$ cat config.mk
export PLATFORM = sky130hd
export DESIGN_NAME = delay_line_prog
export DESIGN_NICKNAME = d
export VERILOG_FILES = /design/src/rtl/delay_pkg.sv /design/src/rtl/delay_stage.sv /design/src/rtl/delay_line_prog.sv
export SDC_FILE = /design/constraint.sdc
export NUM_CORES = 1
export LEC_CHECK = 0
export ABC_CLOCK_PERIOD_IN_PS = 5600
export BUFFER_PORTS_ARGS = -buffer_cell sky130_fd_sc_hd__buf_2
export CORE_ASPECT_RATIO = 0.75
export CORE_MARGIN = 4
export CORE_UTILIZATION = 55
export CTS_BUF_LIST = sky130_fd_sc_hd__clkbuf_8
export CTS_CLUSTER_DIAMETER = 120
export DETAILED_ROUTE_END_ITERATION = 8
export MAX_ROUTING_LAYER = met4
export PLACE_DENSITY = 0.82
export SKIP_CTS_REPAIR_TIMING = 1
export SYNTH_ARGS = -nofsm -noshare
export SYNTH_HDL_FRONTEND = slang
export SYNTH_SLANG_ARGS = --single-unit
export TNS_END_PERCENT = 1
$ cat constraint.sdc
create_clock -name clk -period 5.6 [get_ports clk]
set_input_delay 0.28 -clock clk [delete_from_list [all_inputs] [get_ports clk]]
set_output_delay 0.28 -clock clk [all_outputs]
set_load 0.005 [all_outputs]
$ cat src/rtl/delay_pkg.sv
// Shared types and helpers for the programmable delay line.
package delay_pkg;

  localparam int DEFAULT_DW        = 20;
  localparam int DEFAULT_MAX_DEPTH = 8;

  typedef enum logic {
    FILL = 1'b0,
    RUN  = 1'b1
  } dl_state_e;

  // A request of zero still means one clock of delay; anything too long saturates.
  function automatic int unsigned clamp_delay(input int unsigned sel,
                                              input int unsigned max_depth);
    if (sel == 0)
      return 1;
    else if (sel > max_depth)
      return max_depth;
    else
      return sel;
  endfunction

endpackage

$ cat src/rtl/delay_stage.sv
// One delay-line stage: a data register plus a valid flag with its own clear.
module delay_stage #(
  parameter int DW = 20
) (
  input  logic          clk,
  input  logic          rst_n,
  input  logic          en,
  input  logic          clr_valid,
  input  logic          d_valid,
  input  logic [DW-1:0] d_data,
  output logic          q_valid,
  output logic [DW-1:0] q_data
);

  // Data is never cleared by a flush; only the valid flag is.
  always_ff @(posedge clk or negedge rst_n) begin
    if (!rst_n) begin
      q_valid <= 1'b0;
      q_data  <= '0;
    end else begin
      if (en)
        q_data <= d_data;
      if (clr_valid)
        q_valid <= 1'b0;
      else if (en)
        q_valid <= d_valid;
    end
  end

endmodule

$ cat src/rtl/delay_line_prog.sv
// Programmable-latency delay line: tap selected per clock, refill gating after
// reset or any change of the effective delay.
module delay_line_prog
  import delay_pkg::*;
#(
  parameter int DW        = DEFAULT_DW,
  parameter int MAX_DEPTH = DEFAULT_MAX_DEPTH,
  parameter int SELW      = $clog2(MAX_DEPTH + 1)
) (
  input  logic            clk,
  input  logic            rst_n,
  input  logic            en,
  input  logic            in_valid,
  input  logic [DW-1:0]   in_data,
  input  logic [SELW-1:0] delay_sel,
  output logic            out_valid,
  output logic [DW-1:0]   out_data,
  output logic            filling
);

  localparam int RST_DLY = (MAX_DEPTH < 3) ? MAX_DEPTH : 3;

  logic [SELW-1:0] d_eff;
  logic [SELW-1:0] dly_q;
  logic [SELW-1:0] tap_idx;
  logic [SELW-1:0] fill_cnt_q;
  logic [SELW-1:0] fill_cnt_d;
  logic            dly_change;
  dl_state_e       state_q;
  dl_state_e       state_d;

  logic            stage_v [MAX_DEPTH];
  logic [DW-1:0]   stage_d [MAX_DEPTH];
  logic            tap_v;
  logic [DW-1:0]   tap_d;

  assign d_eff      = SELW'(clamp_delay(32'(delay_sel), MAX_DEPTH));
  assign dly_change = (d_eff != dly_q);
  assign tap_idx    = dly_q - SELW'(1);

  // The delay register tracks the request even while the line is frozen.
  always_ff @(posedge clk or negedge rst_n) begin
    if (!rst_n)
      dly_q <= SELW'(RST_DLY);
    else
      dly_q <= d_eff;
  end

  always_ff @(posedge clk or negedge rst_n) begin
    if (!rst_n) begin
      state_q    <= FILL;
      fill_cnt_q <= '0;
    end else begin
      state_q    <= state_d;
      fill_cnt_q <= fill_cnt_d;
    end
  end

  // A delay change restarts the refill and wins over finishing the current one.
  always_comb begin
    state_d    = state_q;
    fill_cnt_d = fill_cnt_q;
    if (dly_change) begin
      state_d    = FILL;
      fill_cnt_d = '0;
    end else if (en && (state_q == FILL)) begin
      if (fill_cnt_q == tap_idx)
        state_d = RUN;
      else
        fill_cnt_d = fill_cnt_q + SELW'(1);
    end
  end

  for (genvar k = 0; k < MAX_DEPTH; k++) begin : g_stage
    if (k == 0) begin : g_head
      // The head stage keeps the incoming sample on a flush edge if it is enabled.
      delay_stage #(.DW(DW)) u_stage (
        .clk      (clk),
        .rst_n    (rst_n),
        .en       (en),
        .clr_valid(dly_change && !en),
        .d_valid  (in_valid),
        .d_data   (in_data),
        .q_valid  (stage_v[0]),
        .q_data   (stage_d[0])
      );
    end else begin : g_body
      delay_stage #(.DW(DW)) u_stage (
        .clk      (clk),
        .rst_n    (rst_n),
        .en       (en),
        .clr_valid(dly_change),
        .d_valid  (stage_v[k-1]),
        .d_data   (stage_d[k-1]),
        .q_valid  (stage_v[k]),
        .q_data   (stage_d[k])
      );
    end
  end

  always_comb begin
    tap_v = 1'b0;
    tap_d = '0;
    for (int k = 0; k < MAX_DEPTH; k++) begin
      if (tap_idx == SELW'(k)) begin
        tap_v = stage_v[k];
        tap_d = stage_d[k];
      end
    end
  end

  assign out_data  = tap_d;
  assign out_valid = tap_v && (state_q == RUN);
  assign filling   = (state_q == FILL);

endmodule

# == After elaboration in Yosys (flattened, before gate mapping) ==
# Cells that the tools add are included.
# W data, S select, Z words.
# totals
out_inout_bits,22
regBits,177
word_cells,85
input_bits,28
# classes
n_bitwise,1
add_sub_neg,2
magnitude_cmp,1
reduce_logical,12
muxes,40
eq_ne,10
# op_table
op,n
$mux W20,8
$mux W1,27
$mux W4,5
$eq A4 B3 Y1 const B,4
$eq A4 B2 Y1 const B,2
$logic_not A4 Y1,2
$reduce_bool A2 Y1,4
$add A4 B1 Y4 const B,1
$eq A4 B1 Y1 const B,1
$eq A4 B4 Y1,1
$gt A4 B4 Y1 const B,1
$ne A4 B4 Y1,1
$reduce_and A2 Y1,2
$sub A4 B1 Y4 const B,1
$logic_and A1 B1 Y1,3
$ne A2 B2 Y1 const B,1
$logic_not A1 Y1,1
$not A1 Y1,1

# == Depth between registers and ports, before layout ==
# Gate-level depths: netlist of the first run.
# depth
depth_word,11
ltp_mapped,10
depth_no_buf,7

# == Cells and area by module ==
# A second synthesis of the first run with hierarchy kept.
# hier_totals
hier_cells,696
area_unflattened_um2,8456.9
# by_module_without_submodules
mod,seq_area_each_um2,instances,area_per_inst_um2,cells_each
delay_stage,525.5,8,787.0,45
delay_line_prog,227.7,1,2160.8,336

# == Worst setup path before layout of the first run ==
# OpenSTA, ideal clock, no wires.
# synth_path
path_type,register to output
startpoint,register dly_q[0]
endpoint,output port out_data[10]
stages_incl_launch_ff,10
setup_slack_ps,3052
required_ps,5320
n_path_buf,3
t_arrival_ps,2268
path_cell_list,dfstp_2 > buf_6 > inv_1 > ha_1 > buf_2 > nor4_4 > nor2_1 > nor2_1 > buf_1 > a221oi_2
# synth_via
elab_chain_cells,10
elab_cells_between_ends,17
classes_between,1 x add/sub; 7 x eq/ne; 8 x mux; 1 x reduce/logical
# synth_rtl
element,line_no,source
"start, declared",delay_line_prog.sv:24,logic [SELW-1:0] dly_q;
"start signal, assigned",delay_line_prog.sv:44,dly_q <= SELW'(RST_DLY);
$sub A4 B1 Y4 (*),delay_line_prog.sv:39,assign tap_idx = dly_q - SELW'(1);
$logic_not A4 Y1,delay_line_prog.sv:105,if (tap_idx == SELW'(k)) begin
$mux W20 (7 in a row),delay_line_prog.sv:105,
$mux W20 (*),delay_line_prog.sv:105,
"end, declared",delay_line_prog.sv:17,"output logic [DW-1:0] out_data,"
# Mark *: on every way between the ends. The rest lies on a longest branch, timed or not.

# == Final worst setup path of the first run ==
# layout_path
startpoint,register dly_q[0]
endpoint,output port out_data[2]
# Same word-level chain as after synthesis.

==> flow_summary.toml, run 1 <==
[timing]
rsz0062_at_grt = "false"
hold_violations = 0
hold_ws_ns = 0.0390
setup_viol = 0
tns_ns = 0
slew_headroom = 0.176
clock_skew_ns = 0.00965
period_needed_ns = 4.25
period_share = 0.760
setup_slack_ns = 1.35
fmax_mhz = 235
slew_viol_final = 0
worst_pin_slew_ns = 1.23

[status]
outcome = "finished clean"

[floorplan]
start_util = 0.570
ios = 50
die_h_um = 115
die_x_um = 150
row_count = 38
core_area_um2 = 14700
dieArea_um2 = 17300

[clock_network]
cts_root_buf = "clkbuf_8"
htreeDepth = 4
cts_max_path_buffers = 2
clk_latency_ns = 0.46
clock-sinks = 177
cts_buffers = 17
cts_tree = "built"
clk_pin_slew_worst_paths_ns = 0.10

[cells_and_area]
fin_nets = 752
diodes = 0
syn2layout_area_growth_pct = 9.23
layout-drive-gt1-share = 0.357

[drt]
drt_pass1_iterations = 8
avgViaCountPerCell = 6.10
drc_errors = 0
routed_wl_mm = 18.7
initialDrtViolationCount = 614
wl_per_cell_um = 20.1
ant_nets = 0
num_vias = 5676

[synth]
syn-num-nets = 726
synth_edf_count = 0
syn_avg_cell_area_um2 = 12.1
ys_ff_latch = 177
yosysSeqAreaShare = 0.530
syn_area_um2 = 8370
synth_flop_cell = "dfrtp_1"
syn_inst = 693
async_reset_ff_frac = 1.00
yosysWarningCount = 0
synth_cell_types = 46

[global_route]
track_usage = 0.239
grt_antenna_before_repair = 0
grt_pass1_vias = 5601
gr-total-overflow = 0
grt_max_degree = 135
grt_first_pass_wirelength_mm = 30.8

[setup_path]
crit_chain = "inv_1 > ha_1 > nor4_4 > nor2_1 > nor2_1 > a221oi_1 > buf_2"
crit_path_max_fanout = 16
crit_required_ns = 5.32
crit_path_start_kind = "register"
critPathMostFrequentCell = "nor2_1"
rrSetupSlack_ns = 3.18
crit_path_end_kind = "output port"
cp_slowest_stage_delay_ns = 0.95
critPathKind = "register to output port"
arrival_ns = 3.97
crit_slowest_cell = "nor2_1"

[hold_path]
hold_class = "primary input to register"

[place]
portBuffers = 49
pre_cts_slack_ns = 1.83
dp_hpwl_mm = 12.7
gp_congestion = 0.867

[power_and_ir_drop]
leakage_nw = 3.77
powerDensity_nw_per_um2 = 366
ir_worst_vdd_uv = 220
total_power_mw = 3.34

[job]
max-cap-violations = 0
[area by class of cell]
cell class	instances	area [um2]
Clock buffer	17	234
Fill cell	1126	5550
Inverter	12	45.0
Tap cell	200	250
Timing Repair Buffer	60	345
Clock inverter	14	166
Sequential cell	177	4430
Multi-Input combinational cell	451	3670
[placed cells by master (no fill, tap or decap), types with 7 or more instances in the layout]
cell	instances
buf_4	9
xnor2_1	7
o21ai_0	23
inv_1	12
nand3b_1	7
inv_6	7
dfrtp_1	175
o2111ai_1	7
clkbuf_8	17
o211ai_1	8
buf_2	47
or4_1	7
mux2i_1	9
o21ai_1	13
a21oi_1	52
mux2_2	153
a211oi_1	8
nor2_1	22
nand2_1	49
a222oi_1	13
a221oi_2	10
o22ai_1	22
[where the power goes]
group | leakage (nW) | internal, mW | switching, mW | total (mW)
logic | 1.45 | 0.338 | 0.279 | 0.618
clock network | 0.195 | 0.409 | 0.485 | 0.895
registers | 2.13 | 1.58 | 0.254 | 1.83
total | 3.77 | 2.32 | 1.02 | 3.34
[path summary, 6_finish.rpt]
check | depth (start not counted) | from | to
max | 7 | dly_q[0]$_DFF_PN1_ | out_data[2]
max in group asynchronous | 3 | rst_n | g_stage[2].g_body.u_stage.q_data[1]$_DFFE_PN0P_
min | 2 | in_data[1] | g_stage[0].g_head.u_stage.q_data[1]$_DFFE_PN0P_
max reg2reg | 7 | dly_q[0]$_DFF_PN1_ | fill_cnt_q[1]$_DFFE_PN0P_
min reg2reg | 2 | g_stage[4].g_body.u_stage.q_data[1]$_DFFE_PN0P_ | g_stage[5].g_body.u_stage.q_data[1]$_DFFE_PN0P_
min in group asynchronous | 2 | rst_n | fill_cnt_q[3]$_DFFE_PN0P_
[stage by stage]
| step | cells | utilization | area (um2) |
|---|---|---|---|
| detailed placement | 898 | 0.594 | 8720 |
| floorplan | 693 | - | 8370 |
| global route | 931 | 0.622 | 9140 |
| finish | 931 | 0.622 | 9140 |
| global placement | 898 | 0.594 | 8720 |
| CTS | 929 | 0.621 | 9120 |
[sequential cells by signal, summed over array words and instances, names as in the netlist]
register,flops
g_stage.g_body.u_stage.q_data,140
g_stage.g_head.u_stage.q_data,20
g_stage.g_body.u_stage.q_valid,7
dly_q,4
fill_cnt_q,4
g_stage.g_head.u_stage.q_valid,1
state_q,1
[worst max-delay path, delay by kind of cell, from the launching register on]
kind | cells | cell delay (ns)
fa+ha+maj | 1 | 0.35
compound gates | 1 | 0.29
flops | 1 | 0.65
simple gates | 3 | 1.90
buf+inv | 2 | 0.32
[per-layer routing]
metal,global-route usage,wire length (um)
met2,0.319,8220
met3,0.0563,1220
met4,0.0494,100
met5,-,0
met1,0.371,9140
[cell usage after synthesis (5+ instances only)]
cell | count | area [um2]
a211oi_1 | 8 | 60.1
a21oi_1 | 52 | 260
a221oi_2 | 10 | 150
a222oi_1 | 13 | 130
buf_1 | 6 | 22.5
buf_2 | 8 | 40.0
clkbuf_1 | 37 | 139
dfrtp_1 | 175 | 4380
ha_1 | 5 | 62.6
inv_1 | 12 | 45.0
mux2_2 | 153 | 1720
mux2i_1 | 9 | 90.1
nand2_1 | 49 | 184
nand3b_1 | 7 | 52.6
nor2_1 | 22 | 82.6
o2111ai_1 | 7 | 61.3
o211ai_1 | 8 | 60.1
o21ai_0 | 23 | 115
o21ai_1 | 13 | 65.1
o22ai_1 | 22 | 138
or4_1 | 7 | 52.6
xnor2_1 | 7 | 61.3
[kinds of logic (layout without fill, tap and decap cells)]
| family | count (synthesis) | count (layout) | synth area share |
|---|---|---|---|
| flops | 177 | 177 | 0.530 |
| xor+xnor | 11 | 11 | 0.0133 |
| compound gates | 166 | 166 | 0.137 |
| fa+ha+maj | 5 | 5 | 0.00748 |
| buf+inv | 65 | 103 | 0.0321 |
| mux | 162 | 162 | 0.217 |
| simple gates | 107 | 107 | 0.0640 |
(Power assumes the default switching activity.)
==> run 2, diff against run 1 <==
ABC_AREA = 1   (was not set)
ABC_CLOCK_PERIOD_IN_PS = 4450   (was 5600)
clock period = 4.45 ns   (was 5.6 ns; I/O delays follow)
==> run 2 against run 1 <==
Sequential power grew 5%; die area grew 7.1%; critical path depth up 7; final cell count increased by 53%; critical endpoint is now out_data[9]; combinational power down 11%; hold slack lost 0.052 ns; register-to-register slack worse by 0.92 ns; via count rose by 31%; cell area up 8.0%; sequential share of layout area down 3.6 points; setup slack got worse by 0.37 ns; the run now ends with negative hold slack left; global-route usage is 1.3 points lower.
==> flow_summary.toml, run 2 <==
[synth]
synth_flop_cell = "dfrtp_1"
ys_top_cells_by_count = "nand2_1, o21ai_0, inv_1"
ys_ff_latch = 177
synth_cell_types = 34
syn_inst = 1173
syn_area_um2 = 9000
yosysTopAreaCellShare = 0.486
syn_avg_cell_area_um2 = 7.68
syn-num-nets = 1206
async_reset_ff_frac = 1.00
synth.most_common_cell = "nand2_1"
yosysWarningCount = 0
yosysTopAreaCell = "dfrtp_1"
synth_edf_count = 0
yosysSeqAreaShare = 0.492
synthTopCellsByArea = "dfrtp_1, nand2_1, o21ai_0"

[clock_network]
htreeDepth = 4
clk_latency_ns = 0.47
cts_max_path_buffers = 2
cts_root_buf = "clkbuf_8"
cts_tree = "built"
clk_pin_slew_worst_paths_ns = 0.09
clock-sinks = 177
cts_buffers = 17

[timing]
hold_ws_ns = -0.0130
setup_viol = 0
clock_skew_ns = 0.0124
period_share = 0.780
setup_slack_ns = 0.981
period_needed_ns = 3.47
worst_pin_slew_ns = 1.13
rsz0062_at_grt = "false"
tns_ns = 0
slew_headroom = 0.246
hold_violations = 1
slew_viol_final = 0
fmax_mhz = 288

[cells_and_area]
syn2layout_area_growth_pct = 9.64
fin_nets = 1233
reg.largest.list = "g_stage.g_body.u_stage.q_data x140, g_stage.g_head.u_stage.q_data x20, g_stage.g_body.u_stage.q_valid x7"
register_area_um2 = 4430
largest_reg_flops = 140
diodes = 0
final_common_cell = "nand2_1"
layout-drive-gt1-share = 0.104
largest_register = "g_stage.g_body.u_stage.q_data"
multiInputGateArea_um2 = 3430
layout_common_cells = "nand2_1, o21ai_0, inv_1"
final.fill_count = 1427

[global_route]
gr-max-usage-layer = "met2"
grt_first_pass_wirelength_mm = 33.3
gr-total-overflow = 0
grt_util_met1 = 0.276
grt_antenna_before_repair = 0
track_usage = 0.226
grt_max_degree = 126
met2_usage = 0.374
grt_pass1_vias = 7280
met3_usage = 0.0458

[drt]
avgViaCountPerCell = 5.21
drt_pass1_iterations = 5
wl_per_cell_um = 13.6
routed_wl_mm = 19.4
drc_errors = 0
ant_nets = 0
num_vias = 7417
initialDrtViolationCount = 656

[place]
gp_congestion = 0.846
pre_cts_slack_ns = 1.46
dp_hpwl_mm = 12.3
portBuffers = 49

[floorplan]
core_area_um2 = 16000
row_count = 40
ios = 50
start_util = 0.562
die_h_um = 119
dieArea_um2 = 18500
die_x_um = 156

[status]
outcome = "complete, but fails checks"
violations = "negative hold slack"

[setup_path]
startpoint = "dly_q[0]$_DFF_PN1_"
crit_path_max_fanout = 35
crit_path_start_kind = "register"
crit_required_ns = 4.23
reg2regPathDepth = 12
r2r-start = "dly_q[0]$_DFF_PN1_"
critPathKind = "register to output port"
r2r-end = "fill_cnt_q[0]$_DFFE_PN0P_"
crit_path_end_kind = "output port"
rrSetupSlack_ns = 2.26
arrival_ns = 3.25

[hold_path]
hold_path.startpoint = "in_data[1]"
hold_class = "primary input to register"
min_to = "g_stage[0].g_head.u_stage.q_data[1]$_DFFE_PN0P_"
holdPathStages = 3

[power_and_ir_drop]
pwr-share-comb = 0.152
switchingPower_mw = 1.07
p_clk_frac = 0.319
powerDensity_nw_per_um2 = 367
seqPwrFrac = 0.529
leakage_nw = 4.81
p_sw_frac = 0.295
p_int_mw = 2.55
ir_worst_vdd_uv = 259

[job]
max-cap-violations = 0
-- run 2: changes by cell type in the layout (fill, tap and decap cells not counted), sizes merged, moves of 29 or more --
cell and delta:
o21ai +220, nand3 +50, nand4 +29, inv +183, nand2 +264, a21oi -43, mux2 -153
-- run 2: cell families after synthesis --
logic type      synth area share
compound gates             0.158
buf+inv                    0.127
xor+xnor                 0.00584
simple gates               0.210
flops                      0.492
fa+ha+maj                0.00695
-- run 2: routing by layer --
| layer | part of all wire | wire (um) | vias to the layer above |
|---|---|---|---|
| li1 | - | - | 3722 |
| met1 | 0.45 | 8640 | 3504 |
| met2 | 0.49 | 9520 | 150 |
| met3 | 0.040 | 781 | 41 |
| met4 | 0.024 | 465 | 0 |
| met5 | 0 | 0 | - |
-- run 2: layout make-up --
| type | count | share of cell area |
|---|---|---|
| timing repair buffer | 79 | 0.0559 |
| clock buffer | 25 | 0.0349 |
| multi-input combinational | 719 | 0.347 |
| inverter | 206 | 0.0792 |
| clock inverter | 7 | 0.00722 |
| sequential | 177 | 0.449 |
| tap | 210 | 0.0266 |
-- run 2: power groups by stage --
stage	clock (mW)	combinational (mW)	sequential (mW)
final	1.16	0.550	1.92
after global routing	1.24	0.647	1.94
after CTS	1.17	0.540	1.92
after detailed placement	0	0.537	1.95
after global placement	0	0.520	1.94
after floorplan	0	0.387	1.92
-- run 2: how the worst max path moves through the flow --
stage / end / slack [ns] / cells past startpoint
floorplan: out_valid / 2.28 / 14
global placement: out_data[11] / 1.61 / 14
detailed placement: out_data[9] / 1.46 / 14
CTS: out_data[9] / 0.93 / 14
global route: out_data[1] / 0.69 / 14
finish: out_data[9] / 0.98 / 14
-- run 2: metrics by stage --
| step | util | cells | hold WS (ns) | power, mW | instance area, um2 |
|---|---|---|---|---|---|
| global placement | 0.575 | 1367 | 0.388 | 2.46 | 9220 |
| floorplan | - | 1173 | -0.0731 | 2.30 | 9000 |
| CTS | 0.601 | 1399 | -0.134 | 3.62 | 9630 |
| detailed placement | 0.575 | 1367 | 0.379 | 2.48 | 9220 |
| global route | 0.616 | 1423 | 0.0176 | 3.82 | 9870 |
| finish | 0.616 | 1423 | -0.0130 | 3.62 | 9870 |
-- run 2: critical path, stage by stage (launching register included) --
cell,delay [ns]
dfstp_2,0.60
inv_1,0.09
ha_1,0.26
nand2_2,0.10
inv_1,0.06
nor2_4,0.07
buf_4,0.32
nand3_4,0.35
inv_1,0.39
nand2_1,0.10
nand3_1,0.11
nand3_2,0.08
nand2_2,0.07
a21oi_2,0.05
buf_2,0.12
